`src/rtl/circuit_sweep_seq_pkg.sv`:
```
// Shared types and helpers for the select-sweep sequencer that drives circuitI.
// The select ordering lives here so every user agrees on the k -> sel mapping.
package circuit_pkg;

    localparam int WIDTH_DEF = 16;
    localparam int STEP_W    = 4;

    typedef enum logic [1:0] {
        IDLE,
        DRIVE,
        EMIT,
        DONE
    } sweep_state_t;

    // Step index k maps to select with its two bits swapped: 0, 2, 1, 3.
    function automatic logic [1:0] sel_of_step(input logic [1:0] k);
        return {k[0], k[1]};
    endfunction

endpackage

```
`src/rtl/circuit_sweep_seq_if.sv`:
```
// Operand-in and result-out channels of the sweep sequencer.
// Both channels: a transfer happens on a rising clk edge where valid && ready; the
// sender holds valid and its payload steady until that edge, and ready never waits on valid.
interface circuit_sweep_seq_if
    import circuit_pkg::*;
#(
    parameter int WIDTH = WIDTH_DEF
);
    logic             in_valid;
    logic             in_ready;
    logic [WIDTH-1:0] in_a;
    logic [WIDTH-1:0] in_b;

    logic             res_valid;
    logic             res_ready;
    logic [1:0]       res_sel;
    logic [WIDTH-1:0] res_data;

    modport master (
        output in_valid, in_a, in_b, res_ready,
        input  in_ready, res_valid, res_sel, res_data
    );

    modport slave (
        input  in_valid, in_a, in_b, res_ready,
        output in_ready, res_valid, res_sel, res_data
    );
endinterface

```
`src/rtl/circuit_sweep_seq_step_timer.sv`:
```
// Loadable down-counter used to hold each select code for a fixed settle time.
// It stops at zero rather than wrapping, so a stalled owner cannot make it roll over.
module step_timer
    import circuit_pkg::*;
(
    input  logic              clk,
    input  logic              rst_n,
    input  logic              load,
    input  logic              en,
    input  logic [STEP_W-1:0] load_val,
    output logic              zero
);

    logic [STEP_W-1:0] count;

    always_ff @(posedge clk or negedge rst_n) begin
        if (!rst_n) begin
            count <= '0;
        end else if (load) begin
            count <= load_val;
        end else if (en && (count != '0)) begin
            count <= count - 1'b1;
        end
    end

    assign zero = (count == '0);

endmodule

```
`src/rtl/circuit_sweep_seq.sv`:
```
// Sweeps the circuitI select through all four codes for one operand pair,
// sampling the unit after a settle time and emitting one tagged result per code.
module circuit_sweep_seq
    import circuit_pkg::*;
#(
    parameter int WIDTH       = WIDTH_DEF,
    parameter int STEP_CYCLES = 1
) (
    input  logic                 clk,
    input  logic                 rst_n,
    circuit_sweep_seq_if.slave   bus,
    input  logic                 flush,
    output logic [WIDTH-1:0]     op_a,
    output logic [WIDTH-1:0]     op_b,
    output logic [1:0]           sel,
    input  logic [WIDTH-1:0]     unit_out,
    output logic                 busy,
    output logic                 done,
    output sweep_state_t         dbg_state
);

    localparam logic [STEP_W-1:0] HOLD_LOAD = STEP_W'(STEP_CYCLES - 1);

    sweep_state_t     state;
    logic [1:0]       k;
    logic             res_valid;
    logic [1:0]       res_sel;
    logic [WIDTH-1:0] res_data;

    logic accept;
    logic res_fire;
    logic last_step;
    logic timer_load;
    logic timer_en;
    logic timer_zero;

    assign accept     = (state == IDLE) && bus.in_valid && !flush;
    assign res_fire   = (state == EMIT) && bus.res_ready && !flush;
    assign last_step  = (k == 2'd3);
    assign timer_load = accept || (res_fire && !last_step);
    // The timer only runs while a code is being driven, so back-pressure freezes it.
    assign timer_en   = (state == DRIVE) && !flush;

    step_timer u_hold_timer (
        .clk      (clk),
        .rst_n    (rst_n),
        .load     (timer_load),
        .en       (timer_en),
        .load_val (HOLD_LOAD),
        .zero     (timer_zero)
    );

    always_ff @(posedge clk or negedge rst_n) begin
        if (!rst_n) begin
            state     <= IDLE;
            k         <= 2'd0;
            op_a      <= '0;
            op_b      <= '0;
            sel       <= 2'd0;
            res_valid <= 1'b0;
            res_sel   <= 2'd0;
            res_data  <= '0;
            done      <= 1'b0;
        end else if (flush) begin
            // Operands and select are left as-is; only the sweep bookkeeping is dropped.
            state     <= IDLE;
            k         <= 2'd0;
            res_valid <= 1'b0;
            done      <= 1'b0;
        end else begin
            case (state)
                IDLE: begin
                    if (bus.in_valid) begin
                        op_a  <= bus.in_a;
                        op_b  <= bus.in_b;
                        k     <= 2'd0;
                        sel   <= sel_of_step(2'd0);
                        state <= DRIVE;
                    end
                end
                DRIVE: begin
                    if (timer_zero) begin
                        res_data  <= unit_out;
                        res_sel   <= sel;
                        res_valid <= 1'b1;
                        state     <= EMIT;
                    end
                end
                EMIT: begin
                    if (bus.res_ready) begin
                        res_valid <= 1'b0;
                        if (last_step) begin
                            done  <= 1'b1;
                            state <= DONE;
                        end else begin
                            k     <= k + 2'd1;
                            sel   <= sel_of_step(k + 2'd1);
                            state <= DRIVE;
                        end
                    end
                end
                DONE: begin
                    done  <= 1'b0;
                    state <= IDLE;
                end
                default: state <= IDLE;
            endcase
        end
    end

    assign bus.in_ready  = (state == IDLE);
    assign bus.res_valid = res_valid;
    assign bus.res_sel   = res_sel;
    assign bus.res_data  = res_data;
    assign busy          = (state != IDLE);
    assign dbg_state     = state;

endmodule

```
`src/flat_wrapper.sv`:
```
// flat-port wrapper written by rule: the top's interface ports become plain ports
module circuit_sweep_seq_flat import circuit_pkg::*;
#(
    parameter int WIDTH       = WIDTH_DEF,
    parameter int STEP_CYCLES = 1
)
  (clk, rst_n, flush, op_a, op_b, sel, unit_out, busy, done, dbg_state, bus_in_valid, bus_in_a, bus_in_b, bus_res_ready, bus_in_ready, bus_res_valid, bus_res_sel, bus_res_data);
  circuit_sweep_seq_if #(.WIDTH(WIDTH)) bus_i ();
  input  logic clk;
  input  logic rst_n;
  input  logic flush;
  output logic [WIDTH-1:0] op_a;
  output logic [WIDTH-1:0] op_b;
  output logic [1:0] sel;
  input  logic [WIDTH-1:0] unit_out;
  output logic busy;
  output logic done;
  output sweep_state_t dbg_state;
  input wire logic [$bits(bus_i.in_valid)-1:0] bus_in_valid;
  input wire logic [$bits(bus_i.in_a)-1:0] bus_in_a;
  input wire logic [$bits(bus_i.in_b)-1:0] bus_in_b;
  input wire logic [$bits(bus_i.res_ready)-1:0] bus_res_ready;
  output wire logic [$bits(bus_i.in_ready)-1:0] bus_in_ready;
  output wire logic [$bits(bus_i.res_valid)-1:0] bus_res_valid;
  output wire logic [$bits(bus_i.res_sel)-1:0] bus_res_sel;
  output wire logic [$bits(bus_i.res_data)-1:0] bus_res_data;
  assign bus_i.in_valid = bus_in_valid;
  assign bus_i.in_a = bus_in_a;
  assign bus_i.in_b = bus_in_b;
  assign bus_i.res_ready = bus_res_ready;
  assign bus_in_ready = bus_i.in_ready;
  assign bus_res_valid = bus_i.res_valid;
  assign bus_res_sel = bus_i.res_sel;
  assign bus_res_data = bus_i.res_data;
  circuit_sweep_seq #(.WIDTH(WIDTH), .STEP_CYCLES(STEP_CYCLES)) u_core (.clk(clk), .rst_n(rst_n), .bus(bus_i), .flush(flush), .op_a(op_a), .op_b(op_b), .sel(sel), .unit_out(unit_out), .busy(busy), .done(done), .dbg_state(dbg_state));
endmodule
```
`config.mk`:
```
export PLATFORM = sky130hd
export DESIGN_NAME = circuit_sweep_seq_flat
export DESIGN_NICKNAME = d
export VERILOG_FILES = /design/src/rtl/circuit_sweep_seq_pkg.sv /design/src/rtl/circuit_sweep_seq_if.sv /design/src/rtl/circuit_sweep_seq_step_timer.sv /design/src/rtl/circuit_sweep_seq.sv /design/src/flat_wrapper.sv
export SDC_FILE = /design/constraint.sdc
export NUM_CORES = 1
export LEC_CHECK = 0
export BUFFER_PORTS_ARGS = -buffer_cell sky130_fd_sc_hd__buf_4
export CAP_MARGIN = 40
export CORE_MARGIN = 2
export CORE_UTILIZATION = 51
export CTS_CLUSTER_SIZE = 8
export DETAILED_ROUTE_END_ITERATION = 10
export PLACE_DENSITY = 0.93
export SLEW_MARGIN = 5
export SYNTH_ARGS = -nofsm -noshare
export SYNTH_HDL_FRONTEND = slang
export SYNTH_HIERARCHICAL = 1
export SYNTH_SLANG_ARGS = --single-unit
```
`constraint.sdc`:
```
create_clock -name clk -period 4.15 [get_ports clk]
set_input_delay 0.2075 -clock clk [delete_from_list [all_inputs] [get_ports clk]]
set_output_delay 0.2075 -clock clk [all_outputs]
set_load 0.05 [all_outputs]
```
==> metrics.md, run 1 <==
| Metric | Value |
|---|---|
| Status | `completed` |
| Synth Flop Type | `dfrtp_1` |
| Total Negative Setup Slacks | `0 ns` |
| Startpoint Class | `register` |
| Seq/Total Area, Yosys | `58.6%` |
| Slew Limit Fails | `0` |
| All-layer global routing usage | `19.9%` |
| R2R Path Start | `u_core/u_hold_timer/count[0]` |
| Drt pass-1 iters | `4` |
| Flop pwr share | `34.7%` |
| R2R cell count | `6` |
| CP required | `4.36 ns` |
| Cell Count, Final, Fillers Out | `374` |
| CP max FO | `18` |
| Crit. Startpoint | `u_core/u_hold_timer/count[0]` |
| Internal power | `0.00147 W` |
| Share of cells above drive strength 1 | `58.9%` |
| Root buffer cell | `clkbuf_8` |
| Setup Fix Bufs, Post-CTS | `0` |
| Pwr dens | `724 nW/um^2` |
| Clock latency at the later pin of the worst-skew pair | `0.32 ns` |
| Nets@finish | `357` |
| Hold Violations, Final | `0` |
| Main area contributors after synthesis | `dfrtp_1 59%, mux2_2 20%, buf_6 2.6%` |
| Remaining antenna violation count | `0` |
| Core area | `5040 sq um` |
| Initial antenna violation count | `0` |
| Largest net degree at the start of global routing | `63` |
| Hold path cells | `2` |
| Final setup vio count | `0` |
| DRC viols | `0` |
| Combinational power share | `49.1%` |
| Yosys warns | `6` |
| Wire length per cell | `14.5 um` |
| WS Path Type | `register to register` |
| Synth area leader | `dfrtp_1` |
| P&R area growth vs syn | `38.6%` |
| Post-Route WL | `5430 um` |
| Post-Synthesis Cells | `183` |
| CTS sink count | `62` |
| Synth Register Bits | `62` |
| Slew Limit Headroom | `45.2%` |
| # IOs | `111` |
| Max clock buf depth | `2` |
| R2R Setup Slk | `1.72 ns` |
| Worst Skew | `0.00611 ns` |
| Fmax | `0.412 GHz` |
| Clock slew at reported path FFs | `0.06 ns` |
| Gpl congestion | `0.849` |
| CP Capture Point | `u_core/bus.res_data[8]` |
| VDD IR max | `0.381 mV` |
| Asr flop ratio synth | `100%` |
| First-pass GRT wire length | `9110 um` |
| Gr ovfl total | `0` |
| Worst-margin pin slew | `0.819 ns` |
| Cts bufs inserted | `9` |
| Netlist cell types | `42` |
| Inst Count DP | `359` |
| Vias per Instance | `4.98` |
| Die ar. | `5780 sq um` |
| H-Tree Depth | `3` |
| Post-synth EDFFs | `0` |
| Synthesized area | `2650 sq um` |
| FF-to-FF End | `u_core/bus.res_data[8]` |
| RSZ-0062 raised after global routing | `false` |
| Syn_area_per_cell | `14.5 sq um` |
| I/O Buffers | `110` |
| Final Critical Period | `2.43 ns` |
| Vert. Die Dim | `76.1 um` |
| Max Cap Viol | `0` |
| Via count | `1864` |
| Vias in the first global route | `1889` |
| Starting Density | `52.5%` |
| Switching Fraction | `44.6%` |
| HP Class | `input pin to register` |
| Antenna Cells | `0` |
| Period utilization | `58.5%` |
| Post-CTS sizing | `0` |
| CTS tree | `built` |
| Synth top area share | `58.6%` |
| Number of core rows | `26` |
| Die width | `76.1 um` |
| Initial DRC Count | `88` |
| Pleak | `1.76 nW` |
| Sw power | `0.00118 W` |
| Arr. time, crit path | `2.64 ns` |
| Clock power share | `16.1%` |
| Hpwl dp | `3970 um` |
| Worst Setup End Kind | `register` |
## final cells by class
| class | count | area (sq um) |
|---|---|---|
| Multi-Input combinational cell | 111 | 1010 |
| Clock inverter | 2 | 10.0 |
| Tap cell | 70 | 87.6 |
| Inverter | 4 | 15.0 |
| Timing Repair Buffer | 113 | 848 |
| Clock buffer | 12 | 145 |
| Fill cell | 350 | 1370 |
| Sequential cell | 62 | 1550 |
## worst min-delay path by stage
| stage | startpoint | to | slack, ns |
|---|---|---|---|
| 3_3_place_gp | rst_n | u_core/op_a[10] | 0.33 |
| 6_report | bus_in_b[3] | u_core/op_b[3] | 0.10 |
| 4_1_cts | bus_in_b[3] | u_core/op_b[3] | 0.09 |
| 2_1_floorplan | rst_n | u_core/bus.res_data[0] | -0.09 |
| 5_1_grt | unit_out[14] | u_core/bus.res_data[14] | 0.1 |
| 3_5_place_dp | rst_n | u_core/op_b[12] | 0.33 |
## cell usage in the layout (no fill, tap or decap), types with 4 or more instances in the layout
cell type and n:
nand2_1 6, mux2_2 47, clkbuf_8 10, a21oi_1 4
conb_1 4, inv_1 4, buf_4 111, dfrtp_1 62
## state kept, by name, summed over array words and instances (netlist names)
name                       cells
u_core/u_hold_timer/count      4
u_core/sel                     2
u_core/op_a                   16
u_core/done                    1
u_core/bus.res_data           16
u_core/k                       2
u_core/bus.res_sel             2
u_core/dbg_state               2
u_core/op_b                   16
u_core/bus.res_valid           1
## timing repair
item	4_1_cts	5_1_grt
setup endpoints to repair	0	0
endpoints found under the hold margin	62	0
hold buffers	1	0
## cells by family after synthesis
| group | Yosys count | share of synthesized area (%) |
|---|---|---|
| other cells | 1 | 0.142 |
| mux | 51 | 21.6 |
| buf+inv | 13 | 3.64 |
| simple gates | 33 | 8.98 |
| compound gates | 20 | 5.58 |
| fa+ha+maj | 3 | 1.42 |
| flops | 62 | 58.6 |
## cells in the mapped netlist (all sizes together), types with 2 or more instances
cell,n
nor2b,4
o21ai,3
a211oi,2
mux2,50
a2bb2oi,2
dfrtp,62
nand2b,3
ha,3
nor2,3
buf,8
nor3b,4
inv,4
a21oi,4
nor3,4
nand2,6
## metal layers
layer	global-route usage, %	vias up	wire, um
met5	0	-	0
met4	6.00	0	32
met3	6.40	4	364
met2	33.9	69	2770
met1	24.4	905	2260
li1	-	886	-
## worst max-delay path, stage by stage (launching register included)
cell	delay, ns
dfrtp_1	0.41
inv_1	0.08
ha_1	0.19
nor3b_2	0.37
nand2_1	0.17
nor3_4	0.66
mux2_2	0.43
## through the flow
step | instance area (sq um) | worst slack [ns] | power [W] | hold WS (ns) | util [%]
final | 3670 | 1.72 | 0.00265 | 0.102 | 72.8
after global routing | 3670 | 1.46 | 0.00278 | 0.0972 | 72.8
after CTS | 3670 | 1.70 | 0.00268 | 0.0881 | 72.8
after detailed placement | 3500 | 1.70 | 0.00224 | 0.327 | 69.5
after global placement | 3500 | 1.82 | 0.00220 | 0.326 | 69.4
after floorplan | 2660 | 2.10 | 0.00183 | -0.0881 | -
## power groups by stage
stage	Clock [W]	Combinational [W]	Sequential, W
2_1_floorplan	0	0.000292	0.00154
3_3_place_gp	0	0.00128	0.000924
3_5_place_dp	0	0.00131	0.000934
4_1_cts	0.000441	0.00131	0.000926
5_1_grt	0.000468	0.00136	0.000953
6_report	0.000428	0.00130	0.000922
No activity file was read; power rests on OpenSTA's default activity.
==> inputs of run 2 (changes only) <==
--- a/config.mk
+++ b/config.mk
@@ -8,10 +8,10 @@
 export BUFFER_PORTS_ARGS = -buffer_cell sky130_fd_sc_hd__buf_4
 export CAP_MARGIN = 40
 export CORE_MARGIN = 2
-export CORE_UTILIZATION = 51
+export CORE_UTILIZATION = 43
 export CTS_CLUSTER_SIZE = 8
 export DETAILED_ROUTE_END_ITERATION = 10
-export PLACE_DENSITY = 0.93
+export PLACE_DENSITY = 0.85
 export SLEW_MARGIN = 5
 export SYNTH_ARGS = -nofsm -noshare
 export SYNTH_HDL_FRONTEND = slang
==> constraint.sdc (replaced) <==
create_clock -name clk -period 2.2 [get_ports clk]
set_input_delay 0.11 -clock clk [delete_from_list [all_inputs] [get_ports clk]]
set_output_delay 0.11 -clock clk [all_outputs]
set_load 0.05 [all_outputs]
==> metrics.md, run 2 (synthesis gave the netlist of run 1 again) <==
| Metric | Value |
|---|---|
| CTS sink count | `62 (unchanged)` |
| Wire length per cell | `14.8 um (+2.0%)` |
| P&R area growth vs syn | `55.4%` |
| Drt pass-1 iters | `4 (unchanged)` |
| Clock slew at reported path FFs | `0.07 ns (about the same)` |
| # IOs | `111 (unchanged)` |
| Vias per Instance | `4.87 (-2.3%)` |
| Initial DRC Count | `52 (-41%)` |
| Core area | `5920 sq um (+17%)` |
| Pleak | `1.94 nW (+10%)` |
| All-layer global routing usage | `18.8% (-1.2 points)` |
| Clock latency at the later pin of the worst-skew pair | `0.33 ns (about the same)` |
| Cell area after layout | `4120 sq um (+12%)` |
| Final setup vio count | `0 (unchanged)` |
| Remaining antenna violation count | `0 (unchanged)` |
| Flop pwr share | `33.5% (-1.2 points)` |
| Die ar. | `6800 sq um (+18%)` |
| Initial antenna violation count | `0 (unchanged)` |
| Period utilization | `85.1% (+27 points)` |
| Vias in the first global route | `2044 (+8.2%)` |
| Top Registers | `u_core/bus.res_data (16), u_core/op_a (16), u_core/op_b (16)` |
| Clock power share | `17.4% (+1.3 points)` |
| FF-to-FF End | `u_core/u_hold_timer/count[3]` |
| R2R Path Start | `u_core/k[0]` |
| Fmax | `0.534 GHz (+30%)` |
| Worst hold margin | `0.0174 ns (-0.0846 ns)` |
| Worst-margin pin slew | `0.745 ns (-0.0738 ns)` |
| I/O Buffers | `110 (unchanged)` |
| GR peak layer | `met2` |
| Nets@finish | `396 (+11%)` |
| Switching Fraction | `44.5% (-0.074 points)` |
| WS Path Type | `register to register` |
| Final-layout fill cell count | `421 (+20%)` |
| Startpoint Class | `register` |
| Pwr dens | `1260 nW/um^2 (+74%)` |
| Crit. Startpoint | `u_core/k[0]` |
| CP max FO | `10 (-8)` |
| Final Critical Period | `1.87 ns (-0.558 ns)` |
| Total Negative Setup Slacks | `0 ns (unchanged)` |
| Worst Min Path Start | `bus_in_b[0]` |
| Antenna Cells | `0 (unchanged)` |
| Die width | `82.5 um (+8.4%)` |
| Placed inst area | `3560 sq um (+1.6%)` |
| R2R Setup Slk | `0.33 ns (-1.39 ns)` |
| Worst Setup End Kind | `register` |
| Hold Violations, Final | `0 (unchanged)` |
| Post-Route WL | `6220 um (+15%)` |
| Hold path cells | `2 (unchanged)` |
| Most frequent cells in the layout | `113 x buf_4, 62 x dfrtp_1, 47 x mux2_2, 37 x dlygate4sd3_1, 11 x clkbuf_8` |
| Arr. time, crit path | `2.08 ns (-0.56 ns)` |
| Cts bufs inserted | `9 (unchanged)` |
| Root buffer cell | `clkbuf_8` |
| H-Tree Depth | `3 (unchanged)` |
| Worst Skew | `0.00892 ns (+0.00281 ns)` |
| R2R cell count | `6 (unchanged)` |
| CTS tree | `built` |
| Commonest non-fill, non-tap cell in the layout | `buf_4` |
| Max Cap Viol | `0 (unchanged)` |
| Largest net degree at the start of global routing | `63 (unchanged)` |
| Slew Limit Fails | `0 (unchanged)` |
| Critical-path top delay cell | `dfrtp_1` |
| DRC viols | `0 (unchanged)` |
| GR Layer Usage met3 | `5.22% (-1.2 points)` |
| Met1 Usage GRT | `21.6% (-2.8 points)` |
| Combinational power share | `49.1% (about the same)` |
| HP Class | `input pin to register` |
| VDD IR max | `0.996 mV (+160%)` |
| Via count | `2045 (+9.7%)` |
| Starting Density | `44.7% (-7.8 points)` |
| CP required | `2.41 ns (-1.95 ns)` |
| Gpl congestion | `0.799 (-5.9%)` |
| Vert. Die Dim | `82.5 um (+8.4%)` |
| RSZ-0062 raised after global routing | `false` |
| Max clock buf depth | `2 (unchanged)` |
| Slew Limit Headroom | `50.3% (+5.1 points)` |
| Sw power | `0.00231 W (+95%)` |
| Hpwl dp | `3960 um (-0.23%)` |
| Number of core rows | `28 (+7.7%)` |
| Global Route met2 Usage | `32.8% (-1.1 points)` |
| Share of cells above drive strength 1 | `53.9% (-5.0 points)` |
| First-pass GRT wire length | `9430 um (+3.4%)` |
| Hold path endpoint | `u_core/op_b[0]` |
| Cell Chain, Critical Path | `ha_1, nand3b_1, a21boi_0, buf_4, nor3_1, a221o_1` |
| Critical path's largest stage delay | `0.44 ns (-0.22 ns)` |
| Post-CTS sizing | `0 (unchanged)` |
| Status | `completed` |
| Gr ovfl total | `0 (unchanged)` |
| Internal power | `0.00288 W (+96%)` |
-- run 2: final cells by class --
class | instances | area (sq um) | share of cell area (%)
clock inverter | 5 | 33.8 | 0.821
clock buffer | 11 | 151 | 3.68
sequential | 62 | 1550 | 37.7
timing repair buffer | 152 | 1260 | 30.6
multi-input combinational | 111 | 1010 | 24.6
inverter | 4 | 15.0 | 0.365
tap | 75 | 93.8 | 2.28
-- run 2: layer usage --
layer | up-vias | share of wire [%]
met4 | 0 | 1.4
met1 | 993 | 39
li1 | 971 | -
met2 | 73 | 52
met3 | 8 | 7.1
met5 | - | 0
-- run 2: stage by stage --
stage,utilization [%],power [W],cells,setup WS [ns]
floorplan,-,0.00345,186,0.153
detailed placement,60.1,0.00426,367,0.342
CTS,69.2,0.00523,418,0.335
finish,69.5,0.00519,420,0.328
global route,69.5,0.00545,420,0.190
global placement,60.1,0.00419,367,0.418
-- run 2: timing repair --
item,4_1_cts,5_1_grt
setup buffers,0,0
hold buffers,35,2
endpoints found under the hold margin,96,2
-- run 2: power by group through the flow --
stage / Sequential, W / Combinational, W / Clock, W
after CTS: 0.00174 / 0.00255 / 0.000938
final: 0.00174 / 0.00255 / 0.000905
after global placement: 0.00174 / 0.00245 / 0
after detailed placement: 0.00176 / 0.00250 / 0
after floorplan: 0.00290 / 0.000551 / 0
after global routing: 0.00180 / 0.00266 / 0.000992
-- run 2: how the worst max path moves through the flow --
stage | endpoint | cells past startpoint
after floorplan | u_core/bus.res_data[10] | 7
after global placement | u_core/bus.res_data[1] | 7
after detailed placement | u_core/u_hold_timer/count[3] | 6
after CTS | u_core/bus.res_data[12] | 7
after global routing | u_core/u_hold_timer/count[3] | 4
final | u_core/u_hold_timer/count[3] | 6
-- run 2: worst max-delay path: cells and delay by family, from the launching register on --
family	cells	cell delay, ns
and+or+nand+nor	2	0.28
buffers and inverters	1	0.21
DFF	1	0.44
adders and majority gates	1	0.24
AOI/OAI and AO/OA	2	0.59
==> inputs of run 3 (changes only) <==
--- a/config.mk
+++ b/config.mk
@@ -8,10 +8,10 @@
 export BUFFER_PORTS_ARGS = -buffer_cell sky130_fd_sc_hd__buf_4
 export CAP_MARGIN = 40
 export CORE_MARGIN = 2
-export CORE_UTILIZATION = 43
+export CORE_UTILIZATION = 47
 export CTS_CLUSTER_SIZE = 8
 export DETAILED_ROUTE_END_ITERATION = 10
-export PLACE_DENSITY = 0.85
+export PLACE_DENSITY = 0.88
 export SLEW_MARGIN = 5
 export SYNTH_ARGS = -nofsm -noshare
 export SYNTH_HDL_FRONTEND = slang
==> constraint.sdc (replaced) <==
create_clock -name clk -period 1.91 [get_ports clk]
set_input_delay 0.0955 -clock clk [delete_from_list [all_inputs] [get_ports clk]]
set_output_delay 0.0955 -clock clk [all_outputs]
set_load 0.05 [all_outputs]
==> metrics.md, run 3 (synthesis gave the netlist of run 1 again) <==
| Metric | Value |
|---|---|
| Cts bufs inserted | `9 (unchanged)` |
| Arr. time, crit path | `2.05 ns (-0.03 ns)` |
| Number of core rows | `27 (-3.6%)` |
| Clock latency at the later pin of the worst-skew pair | `0.33 ns (about the same)` |
| Clock slew at reported path FFs | `0.07 ns (about the same)` |
| I/O Buffers | `110 (unchanged)` |
| CTS tree | `built` |
| Max Cap Viol | `0 (unchanged)` |
| Largest net degree at the start of global routing | `63 (unchanged)` |
| First-pass GRT wire length | `10300 um (+9.4%)` |
| Pwr dens | `1440 nW/um^2 (+14%)` |
| Commonest non-fill, non-tap cell in the layout | `buf_4` |
| P&R area growth vs syn | `61.0%` |
| # IOs | `111 (unchanged)` |
| Antenna Cells | `0 (unchanged)` |
| Remaining antenna violation count | `0 (unchanged)` |
| CP required | `2.12 ns (-0.29 ns)` |
| Status | `completed` |
| Hold Violations, Final | `0 (unchanged)` |
| Largest delay share family, worst path | `simple AND/OR/NAND/NOR gates` |
| Critical path's largest stage delay | `0.40 ns (-0.04 ns)` |
| Slew Limit Fails | `0 (unchanged)` |
| Gr ovfl total | `0 (unchanged)` |
| CTS sink count | `62 (unchanged)` |
| Most frequent cells in the layout | `115 x buf_4, 60 x dfrtp_1, 47 x mux2_2, 44 x dlygate4sd3_1, 12 x clkbuf_8` |
| Root buffer cell | `clkbuf_8` |
| Worst Skew | `0.0140 ns (+0.00506 ns)` |
| Startpoint Class | `register` |
| H-Tree Depth | `3 (unchanged)` |
| Cell Chain, Critical Path | `inv_2, ha_4, nor3b_4, nand2_2, nor3_4, clkbuf_16, mux2_2` |
| Power Total | `0.00615 W (+18%)` |
| HP Class | `input pin to register` |
| Worst-margin pin slew | `0.755 ns (+0.00991 ns)` |
| CP max FO | `5 (-5)` |
| Final-layout fill cell count | `332 (-21%)` |
| Gpl congestion | `0.833 (+4.3%)` |
| Post-layout util | `77.9% (+8.4 points)` |
| Initial DRC Count | `63 (+21%)` |
| Top Registers | `u_core/bus.res_data (16), u_core/op_a (16), u_core/op_b (16)` |
| Drt pass-1 iters | `4 (unchanged)` |
| Initial antenna violation count | `0 (unchanged)` |
| Critical-path top delay cell | `dfrtp_1` |
| Wire length per cell | `15.9 um (+7.6%)` |
| Final setup vio count | `0 (unchanged)` |
| Share of cells above drive strength 1 | `55.1% (+1.1 points)` |
| RSZ-0062 raised after global routing | `true` |
| Final Critical Period | `1.84 ns (-0.0356 ns)` |
| Max clock buf depth | `2 (unchanged)` |
| DRC viols | `0 (unchanged)` |
| Vias in the first global route | `2111 (+3.3%)` |
| Pleak | `2.00 nW (+3.1%)` |
| Starting Density | `48.4% (+3.7 points)` |
| Post-Route WL | `6820 um (+9.7%)` |
| All-layer global routing usage | `21.7% (+2.9 points)` |
| Vert. Die Dim | `79.1 um (-4.1%)` |
| Hpwl dp | `3890 um (-1.9%)` |
| Period utilization | `96.1% (+11 points)` |
| Die width | `79.1 um (-4.1%)` |
| Vias per Instance | `4.92 (+1.1%)` |
| Core area | `5470 sq um (-7.6%)` |
| Via count | `2106 (+3.0%)` |
| Worst Path Buf+Inv | `2 (+1)` |
| Worst Setup End Kind | `register` |
| Fmax | `0.545 GHz (+1.9%)` |
| VDD IR max | `0.834 mV (-16%)` |
| WS Path Type | `register to register` |
| Die ar. | `6250 sq um (-8.1%)` |
| Slew Limit Headroom | `49.7% (-0.66 points)` |
| Nets@finish | `407 (+2.8%)` |
-- run 3: layout make-up --
| cell class | instances | area, sq um | area share [%] |
|---|---|---|---|
| Clock buffer | 13 | 169 | 3.96 |
| Inverter | 4 | 15.0 | 0.352 |
| Tap cell | 72 | 90.1 | 2.11 |
| Clock inverter | 3 | 17.5 | 0.411 |
| Timing Repair Buffer | 163 | 1380 | 32.4 |
| Sequential cell | 62 | 1550 | 36.5 |
| Multi-Input combinational cell | 111 | 1040 | 24.3 |
-- run 3: path summary, 6_finish.rpt --
path / cells past startpoint / start / endpoint / slack, ns
max in group asynchronous: 2 / rst_n / u_core/dbg_state[0] / 0.97
worst min register to register: 1 / u_core/bus.res_sel[1] / u_core/bus.res_sel[1] / 0.49
worst min-delay path: 2 / unit_out[2] / u_core/bus.res_data[2] / 0.009
worst max register to register: 7 / u_core/u_hold_timer/count[0] / u_core/bus.res_sel[0] / 0.07
worst max-delay path: 7 / u_core/u_hold_timer/count[0] / u_core/bus.res_sel[0] / 0.07
min in group asynchronous: 2 / rst_n / u_core/op_b[4] / 0.38
-- run 3: where the power goes --
part	switching (W)	internal, W	total [W]
Clock	0.000493	0.000574	0.00107
Sequential	0.000289	0.00174	0.00202
Combinational	0.00195	0.00111	0.00306
-- run 3: per-stage QoR --
stage,area (sq um),instances,setup TNS (ns),setup slack [ns],hold slack [ns]
final,4260,428,0,0.0741,0.00856
after global routing,4260,428,-0.0249,-0.00779,0.00279
after CTS,4190,423,0,0.0160,0.00252
after detailed placement,3570,364,0,0.0380,0.218
after global placement,3570,364,0,0.105,0.212
after floorplan,2680,186,-1.14,-0.115,-0.200
-- run 3: worst register-to-register path, cell delays in order (launching register included) --
cell       delay [ns]
dfrtp_1          0.40
inv_2            0.08
ha_4             0.14
nor3b_4          0.21
nand2_2          0.11
nor3_4           0.27
clkbuf_16        0.21
mux2_2           0.32
-- run 3: layer usage --
layer / part of all wire, % / GRT usage, % / wire length (um) / up-vias
li1: - / - / - / 990
met1: 41 / 26.3 / 2810 / 1021
met2: 50 / 36.4 / 3410 / 81
met3: 6.4 / 5.23 / 433 / 14
met4: 2.4 / 10.7 / 167 / 0
met5: 0 / 0 / 0 / -
-- run 3: what timing repair did --
action / 4_1_cts / 5_1_grt
buffers inserted: 0 / 2
setup endpoints to repair: 0 / 18
resized for setup: 0 / 3
hold buffers: 43 / 1
hold endpoints to repair: 104 / 1
